### src/rtl/conv_encoder.sv
// K=7 rate-1/2 convolutional encoder (g0=133o, g1=171o) with 2/3 and 3/4 puncturing.
// Coded bits leave serially, one per cycle; a one-bit hold buffer back-pressures the input.
module conv_encoder (
   input  logic       Clk,
   input  logic       Reset,
   input  logic       Init,
   input  logic [1:0] Rate,
   input  logic       Data,
   input  logic       En,
   output logic       Ready,
   output logic       Out,
   output logic       Out_valid
);

   localparam int unsigned SR_W = 6;
   localparam int unsigned PH_W = 2;

   typedef enum logic [1:0] {
      RATE_1_2 = 2'd0,
      RATE_2_3 = 2'd1,
      RATE_3_4 = 2'd2
   } rate_e;

   logic [SR_W-1:0] sr;          // sr[k-1] holds the bit accepted k accepts earlier
   logic [PH_W-1:0] phase;
   rate_e           rate;
   logic            hold;
   logic            hold_valid;

   logic            accept;
   logic            code_a;
   logic            code_b;
   logic            keep_a;
   logic            keep_b;
   logic [PH_W-1:0] phase_nxt;
   rate_e           rate_sel;

   assign Ready  = ~hold_valid & ~Init;
   assign accept = En & Ready;

   // Both generator outputs for the bit currently offered on Data
   always_comb begin
      code_a = Data ^ sr[1] ^ sr[2] ^ sr[4] ^ sr[5];
      code_b = Data ^ sr[0] ^ sr[1] ^ sr[2] ^ sr[5];
   end

   // Unused code 11 falls back to rate 1/2
   always_comb begin
      rate_sel = RATE_1_2;
      if (Rate != 2'b11) rate_sel = rate_e'(Rate);
   end

   // Puncture pattern and phase wrap for the latched rate
   always_comb begin
      keep_a    = 1'b1;
      keep_b    = 1'b1;
      phase_nxt = '0;
      case (rate)
         RATE_2_3: begin
            keep_b    = (phase == PH_W'(0));
            phase_nxt = (phase == PH_W'(0)) ? PH_W'(1) : PH_W'(0);
         end
         RATE_3_4: begin
            keep_a    = (phase != PH_W'(2));
            keep_b    = (phase != PH_W'(1));
            phase_nxt = (phase == PH_W'(2)) ? PH_W'(0) : PH_W'(phase + PH_W'(1));
         end
         default: begin
            keep_a    = 1'b1;
            keep_b    = 1'b1;
            phase_nxt = '0;
         end
      endcase
   end

   // Init outranks accept; an accepted pair emits A now and parks B for the next cycle
   always_ff @(posedge Clk or negedge Reset) begin
      if (!Reset) begin
         sr         <= '0;
         phase      <= '0;
         rate       <= RATE_1_2;
         hold       <= 1'b0;
         hold_valid <= 1'b0;
         Out        <= 1'b0;
         Out_valid  <= 1'b0;
      end else if (Init) begin
         sr         <= '0;
         phase      <= '0;
         rate       <= rate_sel;
         hold       <= 1'b0;
         hold_valid <= 1'b0;
         Out_valid  <= 1'b0;
      end else if (accept) begin
         sr        <= {sr[SR_W-2:0], Data};
         phase     <= phase_nxt;
         Out_valid <= 1'b1;
         if (keep_a) begin
            Out        <= code_a;
            hold       <= code_b;
            hold_valid <= keep_b;
         end else begin
            Out        <= code_b;
            hold_valid <= 1'b0;
         end
      end else if (hold_valid) begin
         Out        <= hold;
         Out_valid  <= 1'b1;
         hold_valid <= 1'b0;
      end else begin
         Out_valid <= 1'b0;
      end
   end

endmodule
### config.mk
export PLATFORM = sky130hd
export DESIGN_NAME = conv_encoder
export DESIGN_NICKNAME = d
export VERILOG_FILES = /design/src/rtl/conv_encoder.sv
export SDC_FILE = /design/constraint.sdc
export NUM_CORES = 1
export LEC_CHECK = 0
export CORE_UTILIZATION = 48
export CTS_BUF_LIST = sky130_fd_sc_hd__clkbuf_8 sky130_fd_sc_hd__clkbuf_16
export DETAILED_ROUTE_END_ITERATION = 8
export GPL_ROUTABILITY_DRIVEN = 0
export PLACE_DENSITY = 0.74
export SLEW_MARGIN = 30
export SYNTH_ARGS = -nofsm -noshare
export SYNTH_HDL_FRONTEND = slang
export SYNTH_SLANG_ARGS = --single-unit
### constraint.sdc
create_clock -name Clk -period 1.5 [get_ports Clk]
set_input_delay 0.15 -clock Clk [delete_from_list [all_inputs] [get_ports Clk]]
set_output_delay 0.15 -clock Clk [all_outputs]
set_load 0.05 [all_outputs]
==> flow_summary.toml, run 1 <==
[outcome]
status = "complete, no violations"

[timing]
final.period_utilization_pct = 90.74
fmax_mhz = 734.7
min_period_ns = 1.361
finalSetupTns_ns = 0
relSlewSlack_pct = 82.04
rsz0062_at_grt = "no"
slew_violations = 0
final_hold_viol_count = 0
finalSetupViolCount = 0
finClkSkew_ns = 0.005993
tightest_slew_ns = 0.2675

[setup_path]
crit_arrival_ns = 1.48
worstSetupEndpointType = "flip-flop"
worstSetupStartpointType = "flip-flop"
required_ns = 1.62
path_class = "flip-flop to flip-flop"
path_max_fanout = 2

[synth]
avgSynthCellArea_um2 = 9.766
yosys_warnings = 0
yosysSeqAreaShare_pct = 49.82
synth_top_area_cell = "dfrtp_1"
ys_ff_latch = 14
synth_area_leaders = "dfrtp_1 50%, nand2_1 4.8%, o21ai_0 4.3%, xor2_1 3.7%, ha_1 3.6%"
syn-num-nets = 81
synth_cell_type_count = 25
synth.cell_area_um2 = 703.2
synthCells = 72
synth_top_area_share_pct = 49.82

[floorplan]
io_pins = 10
design.core.area_um2 = 1334
die-area_um2 = 1622
die_height_um = 40.28
die_w_um = 40.28
start_util_pct = 52.72
num_rows = 13

[global_routing]
grt_pass1_vias = 464
grt_pass1_wl_mm = 1.945
antenna_found_initial = 0
grt_max_degree = 15
track_usage_pct = 19.60
overflow = 0

[clocking]
cts_setup_buffers = 0
cts_resized = 0
cts-root-buf = "clkbuf_8"
worstSkewPairLatency_ns = 0.25
htreeDepth = 1
cts_buffers = 3
cts_buffer_depth = 2
hold_buffers = 0
cts_tree = "yes"
clkTransAtPathRegs_ns = 0.06
cts.sinks = 14

[cells_and_area]
layout_common_cells = "14 x dfrtp_1, 9 x nand2_1, 7 x buf_4"
final_common_cell = "dfrtp_1"
final_nets = 97
final_util_pct = 66.32
drive_gt1_share_pct = 15.12
fillerInstances = 114
syn2layout_area_growth_pct = 25.80
diodes = 0

[job]
maxCapViolCount = 0

[power]
p_per_area_nw_per_um2 = 1022
p_leak_nw = 0.4018
power_frac_clock_pct = 33.9
switching_share_pct = 27.10
power.switching_mw = 0.2451
seqPwrFrac_pct = 46.1
p_total_mw = 0.9044
vdd_ir_drop_max_uv = 600.0
pwr-share-comb_pct = 20.0
p_int_mw = 0.6593

[worst_hold_path]
min_path_type = "input pin to async pin"

[routing]
routed_wl_mm = 1.291
first_pass_iters = 3
avgRoutedWirePerCell_um = 12.78
routed_via_density = 5.287
drc = 0
dr.first_iter.drc_count = 6
route.vias.total = 534
detail-route-antenna-nets = 0

[placement]
hpwl_um = 950.1
port-buffer-count = 9
==> stage by stage <==
step	cell area (um^2)	instances	hold WS, ns	worst slack [ns]
global placement	843.3	98	0.4677	0.03215
detailed placement	843.3	98	0.4735	0.009445
finish	884.6	101	0.2349	0.1389
CTS	884.6	101	0.2559	0.1260
global route	884.6	101	0.2722	0.06941
floorplan	708.2	72	-0.1456	0.1024
==> worst max-delay path, cell delays in order, from the launching register on <==
cell	delay [ns]
dfrtp_1	0.35
inv_1	0.07
ha_1	0.21
nand3b_1	0.12
mux2i_1	0.23
xor2_1	0.17
o211ai_1	0.10
==> power groups by stage <==
stage | clock network [mW] | logic, mW | registers, mW
after floorplan | 0 | 0.0838 | 0.447
after global placement | 0 | 0.178 | 0.423
after detailed placement | 0 | 0.183 | 0.424
after CTS | 0.314 | 0.184 | 0.417
after global routing | 0.329 | 0.199 | 0.421
final | 0.306 | 0.181 | 0.417
==> per-layer routing <==
metal / track usage, % / up-vias / part of all wire (%) / wire length (um)
met2: 34.27 / 13 / 52 / 675
met3: 8.333 / 2 / 4.7 / 61
li1: - / 268 / - / -
met1: 20.70 / 251 / 42 / 539
met5: 0 / - / 0 / 0
met4: 7.500 / 0 / 1.1 / 14
==> path summary, 6_finish.rpt <==
path                                        end                 from  cells after the start  slack (ns)
min                           sr[0]$_DFFE_PN0P_                Reset                      2        0.23
max reg2reg                     Out$_DFFE_PN0P_  rate[0]$_DFFE_PN0P_                      6        0.14
min in group Clk              sr[4]$_DFFE_PN0P_    sr[3]$_DFFE_PN0P_                      2        0.48
min reg2reg                   sr[4]$_DFFE_PN0P_    sr[3]$_DFFE_PN0P_                      2        0.48
max                             Out$_DFFE_PN0P_  rate[0]$_DFFE_PN0P_                      6        0.14
max in group asynchronous  phase[1]$_DFFE_PN0P_                Reset                      2        1.09
==> flip-flops by register name, indices dropped and copies added, names as in the netlist <==
name	count
sr	6
phase	2
rate	2
Out	1
Out_valid	1
hold	1
hold_valid	1
==> kinds of logic (layout without fill, tap and decap cells) <==
logic type      count (synthesis)  count (layout)  synth area share, %
simple gates                   27              27                19.75
compound gates                 15              15                12.28
flops                          14              14                49.82
buf+inv                         6              20                3.914
xor+xnor                        5               5                6.229
mux                             3               3                4.448
fa+ha+maj                       2               2                3.558
==> area by class of cell <==
cell class | count | area, um^2 | area share (%)
Sequential cell | 14 | 350.3 | 39.60
Multi-Input combinational cell | 52 | 330.3 | 37.34
Timing Repair Buffer | 14 | 132.6 | 14.99
Clock buffer | 3 | 41.29 | 4.668
Tap cell | 15 | 18.77 | 2.122
Inverter | 3 | 11.26 | 1.273
==> synth_stat cells, drive strengths merged <==
cell and count:
a21oi 2, a22o 1, a32o 1, and2 1, buf 2, clkbuf 1
dfrtp 14, ha 2, inv 3, mux2 1, mux2i 2, nand2 9
nand2b 4, nand3b 3, nor2 6, nor2b 1, nor3 1, o211ai 1
o21ai 10, or2b 2, xnor2 2, xor2 3
No activity file was read; power rests on OpenSTA's default activity.
==> run 2, diff against run 1 <==
--- a/config.mk
+++ b/config.mk
@@ -5,6 +5,7 @@
 export SDC_FILE = /design/constraint.sdc
 export NUM_CORES = 1
 export LEC_CHECK = 0
+export CAP_MARGIN = 20
 export CORE_UTILIZATION = 48
 export CTS_BUF_LIST = sky130_fd_sc_hd__clkbuf_8 sky130_fd_sc_hd__clkbuf_16
 export DETAILED_ROUTE_END_ITERATION = 8
==> results of run 2 <==
Same layout as run 1: the final DEF is identical, and so are final timing and power.
==> run 3, diff against run 2 <==
--- a/config.mk
+++ b/config.mk
@@ -7,11 +7,10 @@
 export LEC_CHECK = 0
 export CAP_MARGIN = 20
 export CORE_UTILIZATION = 48
-export CTS_BUF_LIST = sky130_fd_sc_hd__clkbuf_8 sky130_fd_sc_hd__clkbuf_16
+export CTS_BUF_LIST = sky130_fd_sc_hd__clkbuf_16
 export DETAILED_ROUTE_END_ITERATION = 8
 export GPL_ROUTABILITY_DRIVEN = 0
 export PLACE_DENSITY = 0.74
-export SLEW_MARGIN = 30
 export SYNTH_ARGS = -nofsm -noshare
 export SYNTH_HDL_FRONTEND = slang
 export SYNTH_SLANG_ARGS = --single-unit
==> run 3 against run 2 <==
  * Worst setup slack worse by 0.026 ns
  * First-iteration DRC count is the same
  * Register-to-register slack lost 0.03 ns
  * Sequential cell count did not move
  * Clock skew fell by 0.0014 ns
  * Routed wire length grew 2.8%
  * Total power rose by 21%
  * Final cell count unchanged
  * Global-route usage grew 0.21 points
  * Critical path depth is 2 lower
  * Cell area up 3.8%
==> flow_summary.toml, run 3 (synthesis gave the netlist of run 1 again) <==
[placement]
hpwl_um = 950.1
port-buffer-count = 9
place_ws_ns = 0.009445

[setup_path]
crit_arrival_ns = 1.51
worstSetupEndpointType = "flip-flop"
worstSetupStartpointType = "flip-flop"
required_ns = 1.63
path_class = "flip-flop to flip-flop"
path_max_fanout = 3

[cells_and_area]
reg_top3 = "sr: 6 flops, phase: 2 flops, rate: 2 flops"
largest-register = "sr"
layout_common_cells = "14 x dfrtp_1, 9 x nand2_1, 7 x buf_4"
final_common_cell = "dfrtp_1"
largest_reg_flops = 6
diodes = 0
syn2layout_area_growth_pct = 30.61
drive_gt1_share_pct = 15.12
final_nets = 97
final_util_pct = 68.86

[global_routing]
grt_pass1_vias = 466
track_usage_pct = 19.81
grt_pass1_wl_mm = 1.952
grt_max_degree = 15
overflow = 0
antenna_found_initial = 0

[routing]
routed_wl_mm = 1.327
dr.first_iter.drc_count = 6
routed_via_density = 5.347
drc = 0
first_pass_iters = 2
route.vias.total = 540
avgRoutedWirePerCell_um = 13.14
detail-route-antenna-nets = 0

[floorplan]
die_height_um = 40.28
die_w_um = 40.28
io_pins = 10
die-area_um2 = 1622
start_util_pct = 52.72
num_rows = 13
design.core.area_um2 = 1334

[clocking]
cts_setup_buffers = 0
cts_tree = "yes"
clkTransAtPathRegs_ns = 0.05
cts.sinks = 14
cts_buffer_depth = 2
htreeDepth = 1
hold_buffers = 0
cts_resized = 0
cts_buffers = 3
worstSkewPairLatency_ns = 0.24
cts-root-buf = "clkbuf_16"

[job]
maxCapViolCount = 0

[timing]
tightest_slew_ns = 0.3265
final_hold_viol_count = 0
rsz0062_at_grt = "no"
fmax_mhz = 721.1
min_period_ns = 1.387
finClkSkew_ns = 0.004610
final.period_utilization_pct = 92.45
relSlewSlack_pct = 78.08
finalWorstSetupSlack_ns = 0.1133
finalSetupTns_ns = 0
finalSetupViolCount = 0
slew_violations = 0

[power]
p_total_mw = 1.095
vdd_ir_drop_max_uv = 734.1
p_leak_nw = 0.4172
p_per_area_nw_per_um2 = 1193

[outcome]
status = "complete, no violations"

[worst_hold_path]
min_path_type = "input pin to async pin"
[run 3: cell count changes in the layout (fill, tap and decap cells not counted)]
cell,previous run,this run
clkbuf_16,0,3
clkbuf_8,3,0
[run 3: stage by stage]
step | instances | area, um^2 | hold slack (ns)
final | 101 | 918.4 | 0.2345
after global routing | 101 | 918.4 | 0.2607
after CTS | 101 | 918.4 | 0.2498
after detailed placement | 98 | 843.3 | 0.4735
after global placement | 98 | 843.3 | 0.4677
after floorplan | 72 | 708.2 | -0.1456
[run 3: cell type report]
type / count / area (um^2)
repair buffers: 14 / 132.6
well taps: 15 / 18.77
inverters: 3 / 11.26
multi-input cells: 52 / 330.3
flip-flops and latches: 14 / 350.3
fillers: 108 / 415.4
clock buffers: 3 / 75.07
[run 3: per-layer routing]
metal  up-vias  GRT usage, %  share of wire, %
met2        13         34.27                52
met4         0         10.00              0.90
li1        268             -                 -
met5         -             0                 0
met3         2         8.333               4.4
met1       257         20.28                43
[run 3: path summary, 6_finish.rpt]
check | slack (ns) | end | cells past startpoint | start
setup / recovery | 0.11 | hold$_DFFE_PN0P_ | 4 | sr[1]$_DFFE_PN0P_
hold / removal | 0.23 | sr[0]$_DFFE_PN0P_ | 2 | Reset
setup reg to reg | 0.11 | hold$_DFFE_PN0P_ | 4 | sr[1]$_DFFE_PN0P_
hold reg to reg | 0.49 | sr[4]$_DFFE_PN0P_ | 2 | sr[3]$_DFFE_PN0P_
max in group asynchronous | 1.09 | rate[1]$_DFFE_PN0P_ | 2 | Reset
min in group Clk | 0.49 | sr[4]$_DFFE_PN0P_ | 2 | sr[3]$_DFFE_PN0P_
[run 3: worst max-delay path, stage by stage (launching register included)]
cell and delay (ns):
dfrtp_1 0.40, xor2_1 0.16, xnor2_1 0.31, xor2_1 0.13
mux2_2 0.27
[run 3: power by group]
group	internal (mW)	switching, mW
logic	0.0807	0.103
clock network	0.348	0.146
registers	0.402	0.0163
